==> config.mk <==
export PLATFORM = sky130hd
export DESIGN_NAME = pc_sequencer
export DESIGN_NICKNAME = d
export VERILOG_FILES = /design/src/rtl/core_pkg.sv /design/src/rtl/next_pc_select.sv /design/src/rtl/pc_sequencer.sv
export SDC_FILE = /design/constraint.sdc
export NUM_CORES = 1
export LEC_CHECK = 0
export ABC_AREA = 1
export CAP_MARGIN = 30
export CORE_MARGIN = 2
export CORE_UTILIZATION = 40
export CTS_BUF_LIST = sky130_fd_sc_hd__clkbuf_8 sky130_fd_sc_hd__clkbuf_16
export CTS_CLUSTER_SIZE = 28
export DETAILED_ROUTE_END_ITERATION = 7
export PLACE_DENSITY = 0.73
export SLEW_MARGIN = 20
export SYNTH_ARGS = -nofsm -noshare
export SYNTH_HDL_FRONTEND = slang
export SYNTH_SLANG_ARGS = --single-unit
==> constraint.sdc <==
create_clock -name clk -period 3.71 [get_ports clk]
set_clock_uncertainty 0.15 [all_clocks]
set_input_delay 0.742 -clock clk [delete_from_list [all_inputs] [get_ports clk]]
set_output_delay 0.742 -clock clk [all_outputs]
set_load 0.05 [all_outputs]
==> src/rtl/core_pkg.sv <==
// Shared types and constants for the RV32I fetch/PC stage.
package core_pkg;

  localparam int unsigned XLEN = 32;

  // JALR clears bit 0 of the computed target.
  localparam logic [XLEN-1:0] ALIGN_MASK_JALR = 32'hFFFF_FFFE;

  typedef enum logic {
    RUN,
    HALTED
  } pc_state_e;

  typedef enum logic [1:0] {
    SEL_SEQ,
    SEL_BR,
    SEL_JAL,
    SEL_JALR
  } pc_sel_e;

endpackage

==> src/rtl/next_pc_select.sv <==
// Combinational next-PC target arithmetic, priority select and misalign detect.
module next_pc_select
  import core_pkg::*;
(
  input  logic [XLEN-1:0] pc,
  input  logic [XLEN-1:0] imm,
  input  logic [XLEN-1:0] rs1,
  input  logic            branch_taken,
  input  logic            jump,
  input  logic            jalr,
  output logic [XLEN-1:0] target,
  output logic            taken,
  output logic            misaligned
);

  pc_sel_e         sel;
  logic [XLEN-1:0] seq;
  logic [XLEN-1:0] br_tgt;
  logic [XLEN-1:0] jalr_tgt;

  assign seq      = pc + 32'd4;
  assign br_tgt   = pc + imm;
  assign jalr_tgt = (rs1 + imm) & ALIGN_MASK_JALR;

  // Priority: jalr > jump > branch > sequential.
  always_comb begin
    sel = SEL_SEQ;
    if (jalr)              sel = SEL_JALR;
    else if (jump)         sel = SEL_JAL;
    else if (branch_taken) sel = SEL_BR;
  end

  // Target mux plus redirect/misalign flags; seq is always word aligned.
  always_comb begin
    target = seq;
    case (sel)
      SEL_BR,
      SEL_JAL:  target = br_tgt;
      SEL_JALR: target = jalr_tgt;
      default:  target = seq;
    endcase
    taken      = (sel != SEL_SEQ);
    misaligned = taken & target[1];
  end

endmodule

==> src/rtl/pc_sequencer.sv <==
// Fetch PC register with RUN/HALTED control, misaligned-target trap and redirect counter.
module pc_sequencer
  import core_pkg::*;
#(
  parameter logic [31:0] RESET_VECTOR = 32'h0000_0000,
  parameter logic [31:0] TRAP_VECTOR  = 32'h0000_0100
) (
  input  logic            clk,
  input  logic            rst,
  input  logic            stall,
  input  logic            halt_req,
  input  logic            branch_taken,
  input  logic            jump,
  input  logic            jalr,
  input  logic [XLEN-1:0] imm,
  input  logic [XLEN-1:0] rs1,
  output logic [XLEN-1:0] pc,
  output logic [XLEN-1:0] pc_plus4,
  output logic            trap,
  output logic [XLEN-1:0] trap_pc,
  output logic [XLEN-1:0] trap_target,
  output logic            halted,
  output logic [XLEN-1:0] redirect_count
);

  pc_state_e       state_q, state_d;
  logic [XLEN-1:0] pc_q, pc_d;
  logic            trap_q, trap_d;
  logic [XLEN-1:0] trap_pc_q, trap_pc_d;
  logic [XLEN-1:0] trap_target_q, trap_target_d;
  logic [XLEN-1:0] count_q, count_d;

  logic [XLEN-1:0] target;
  logic            taken;
  logic            misaligned;

  next_pc_select u_next_pc_select (
    .pc           (pc_q),
    .imm          (imm),
    .rs1          (rs1),
    .branch_taken (branch_taken),
    .jump         (jump),
    .jalr         (jalr),
    .target       (target),
    .taken        (taken),
    .misaligned   (misaligned)
  );

  // State and datapath registers with synchronous reset.
  always_ff @(posedge clk) begin
    if (rst) begin
      state_q       <= RUN;
      pc_q          <= RESET_VECTOR;
      trap_q        <= 1'b0;
      trap_pc_q     <= '0;
      trap_target_q <= '0;
      count_q       <= '0;
    end else begin
      state_q       <= state_d;
      pc_q          <= pc_d;
      trap_q        <= trap_d;
      trap_pc_q     <= trap_pc_d;
      trap_target_q <= trap_target_d;
      count_q       <= count_d;
    end
  end

  // Next-state logic: halt beats stall, stall beats redirect; HALTED freezes everything.
  always_comb begin
    state_d       = state_q;
    pc_d          = pc_q;
    trap_d        = 1'b0;
    trap_pc_d     = trap_pc_q;
    trap_target_d = trap_target_q;
    count_d       = count_q;
    case (state_q)
      RUN: begin
        if (halt_req) begin
          state_d = HALTED;
        end else if (!stall) begin
          if (misaligned) begin
            pc_d          = TRAP_VECTOR;
            trap_d        = 1'b1;
            trap_pc_d     = pc_q;
            trap_target_d = target;
          end else begin
            pc_d = target;
            if (taken) count_d = count_q + 32'd1;
          end
        end
      end
      HALTED: begin
        state_d = HALTED;
      end
      default: begin
        state_d = RUN;
      end
    endcase
  end

  assign pc             = pc_q;
  assign pc_plus4       = pc_q + 32'd4;
  assign trap           = trap_q;
  assign trap_pc        = trap_pc_q;
  assign trap_target    = trap_target_q;
  assign halted         = (state_q == HALTED);
  assign redirect_count = count_q;

endmodule

==> results.sh <==
export IMPL_r2r_start="pc[0]"
export IMPL_vdd_drop_max_uv=301
export IMPL_synth_main_ff_cell="dfxtp_1"
export IMPL_p_comb_frac=0.313
export IMPL_crit_path_start_kind="flop"
export IMPL_finalCritPeriodShare=0.958
export IMPL_cp_end_kind="output pin"
export IMPL_path_cells="inv_1, nor3_1, nand2_1, or2_0, or2_2, nand2_1, buf_4"
export IMPL_grt_usage=0.288
export IMPL_fin_area_mm2=0.0146
export IMPL_drtIter0Drc=1104
export IMPL_p_int_mw=3.08
export IMPL_antenna_left=0
export IMPL_criticalPathCategory="flop to output pin"
export IMPL_avgSynthCellArea_um2=5.74
export IMPL_synth_async_reset_ratio=0
export IMPL_antenna_cells=0
export IMPL_setup_tns_ns=0
export IMPL_p_switching_mw=1.74
export IMPL_cpPeakStageDelay_ns=0.50
export IMPL_num_vias=13100
export IMPL_leakagePower_nw=7.15
export IMPL_powerDensity_mw_per_mm2=330
export IMPL_hp_start="trap_target[9]"
export IMPL_synth_seq_cells=130
export IMPL_hold_path_class="flop to flop"
export IMPL_register_area_mm2=0.00261
export IMPL_cts_tree="done"
export IMPL_crit_top_cell="nand2_1"
export IMPL_drive_above_1_share=0.0590
export IMPL_setup_viol=0
export IMPL_placed_area_mm2=0.0140
export IMPL_seq_power_share=0.312
export IMPL_io_buffer_count=232
export IMPL_timing_rr_end="trap_target[20]"
export IMPL_clock_latency_ns=0.43
export IMPL_globalRouteOverflowTotal=0
export IMPL_drv_cap=0
export IMPL_wl_per_cell_um=16.6
export IMPL_synth_top_cell_by_area="dfxtp_1"
export IMPL_netlist_instances=1940
export IMPL_setup_worst_path_start="pc[6]"
export IMPL_grt_pass1_vias=12200
export IMPL_cts_buffers=17
export IMPL_place_congestion=0.908
export IMPL_power_switching_share=0.362
export IMPL_clock_sinks=130
export IMPL_wl_met3_um=3320
export IMPL_ff2ff_path_depth=9
export IMPL_clkPwrFrac=0.375
export IMPL_fmax_mhz=281
export IMPL_max_slew_margin_rel=0.552
export IMPL_multi_input_area_mm2=0.00717
export IMPL_synth_common_cells="619 x nand2_1, 310 x inv_1, 170 x nand3_1"
export IMPL_dp_hpwl_um=34100
export IMPL_viasPerCell=5.12
export IMPL_synth_edf_count=0
export IMPL_rows=61
export IMPL_synth_area_mm2=0.0111
export IMPL_clockRootBuffer="clkbuf_16"
export IMPL_worst_pin_slew_ns=0.666
export IMPL_nNetsFinal=2313
export IMPL_drv_slew=0
export IMPL_clock_tree_buffer_depth=2
export IMPL_cp_arrival_ns=2.66
export IMPL_whs_path_depth=2
export IMPL_cp_slowest_cell="dfxtp_1"
export IMPL_die_h_um=171
export IMPL_critPathRequiredTime_ns=2.82
export IMPL_path_clk_slew_ns=0.06
export IMPL_ys_warn_count=0
export IMPL_synthDominantCellAreaShare=0.234
export IMPL_synth_nets=2078
export IMPL_wl_met2_um=19200
export IMPL_totalWireLength_um=42500
export IMPL_fillers=2888
export IMPL_synthTopCellsByArea="dfxtp_1 23%, nand2_1 21%, inv_1 10%, nand3_1 7.6%, ha_1 7.3%"
export IMPL_fp_dieW_um=171
export IMPL_grt_pass1_wl_um=65400
export IMPL_pin_count=233
export IMPL_dieArea_mm2=0.0292
export IMPL_start_util=0.403
export IMPL_status="finished clean"
export IMPL_first_pass_iters=6
export IMPL_synth_most_common_cell="nand2_1"
export IMPL_post_route_min_period_ns=3.55
export IMPL_rsz0062_at_grt="false"
export IMPL_cts_max_level=4
export IMPL_min_to="trap_target[9]"
export IMPL_ys_types=45
export IMPL_grt_start_max_net_pins=111
export IMPL_hold_viol=0
export IMPL_syn2layout_area_growth_pct=31.4
export IMPL_antenna_found_initial=0
export IMPL_total_power_mw=4.82
export IMPL_cp_max_fo=6
export IMPL_ys_seq_area_frac=0.234
export IMPL_core_mm2=0.0276
export IMPL_rrSetupSlack_ns=0.97
export IMPL_wirelength_met1_um=18500
export IMPL_dr_max_layer_used="met4"
export IMPL_drc=0
worst max-delay path, delay by kind of cell (launching register included):
kind,cells,cell delay (ns)
buf+inv,2,0.39
flops,1,0.50
simple gates,5,1.35
power by group through the flow:
stage	clock [mW]	combinational, mW	sequential [mW]
6_report	1.81	1.51	1.51
5_1_grt	1.89	1.64	1.51
4_1_cts	1.82	1.50	1.50
3_5_place_dp	0	1.49	1.53
3_3_place_gp	0	1.48	1.53
2_1_floorplan	0	0.768	1.71
cell families (layout without fill, tap and decap cells):
family	after synthesis	count (layout)	share of synthesized area
AO/OA/AOI/OAI	285	285	0.134
XOR/XNOR	34	34	0.0267
buffers and inverters	365	613	0.124
adder cells (fa/ha/maj)	67	67	0.0766
flip-flops	130	130	0.234
AND/OR/NAND/NOR	1059	1059	0.405
worst max-delay path by stage:
| stage | end | depth (start not counted) |
|---|---|---|
| finish | pc_plus4[25] | 7 |
| global route | pc_plus4[17] | 9 |
| CTS | pc_plus4[26] | 9 |
| detailed placement | redirect_count[17] | 11 |
| global placement | redirect_count[28] | 12 |
| floorplan | pc_plus4[7] | 4 |
registers in the layout (all words and copies together), names as in the netlist:
name            cells
redirect_count     32
trap                1
trap_pc            32
trap_target        32
pc                 32
halted              1
area by class of cell:
cell class	count	share of cell area
Sequential cell	130	0.178
Clock inverter	15	0.0139
Clock buffer	17	0.0291
Inverter	316	0.0811
Timing Repair Buffer	265	0.176
Multi-Input combinational cell	1445	0.490
Tap cell	378	0.0323
layer usage:
layer | GRT usage | up-vias
met2 | 0.471 | 549
met5 | 0 | -
met4 | 0.112 | 0
li1 | - | 6633
met1 | 0.381 | 5877
met3 | 0.0456 | 82
through the flow:
step	setup WS, ns	cells	hold slack, ns	utilization
after floorplan	0.289	1940	0.547	-
after global placement	0.294	2532	0.310	0.506
after detailed placement	0.202	2532	0.319	0.506
after CTS	0.0466	2564	0.329	0.529
after global routing	0.0197	2566	0.344	0.530
final	0.157	2566	0.326	0.530
cell usage in the layout (no fill, tap or decap), drive strengths merged, types with 4 or more instances in the layout:
master         netlist  final
and3                 8      8
nand4               14     14
xnor2               13     13
clkbuf              37     17
o21a                 7      7
or2                 20     20
o21ai              103    103
ha                  65     65
nor4                 8      8
a21oi              158    158
nand3b              13     13
o21bai               4      4
nor3                29     29
nand2              620    620
clkdlybuf4s50        0    206
dfxtp              130    130
inv                315    321
nand3              170    170
bufinv               0      4
buf                 12     56
xor2                21     21
nor2               173    173
o211ai               5      5
what timing repair did:
action | CTS | global route
resized for setup | 5 | 3
setup endpoints to repair | 5 | 6
setup buffers | 0 | 2
endpoints found under the hold margin | 0 | 0
hold buffers | 0 | 0
pin swaps | 0 | 1
gates cloned | 0 | 0
Note: power is estimated with default switching activity, not from simulation.
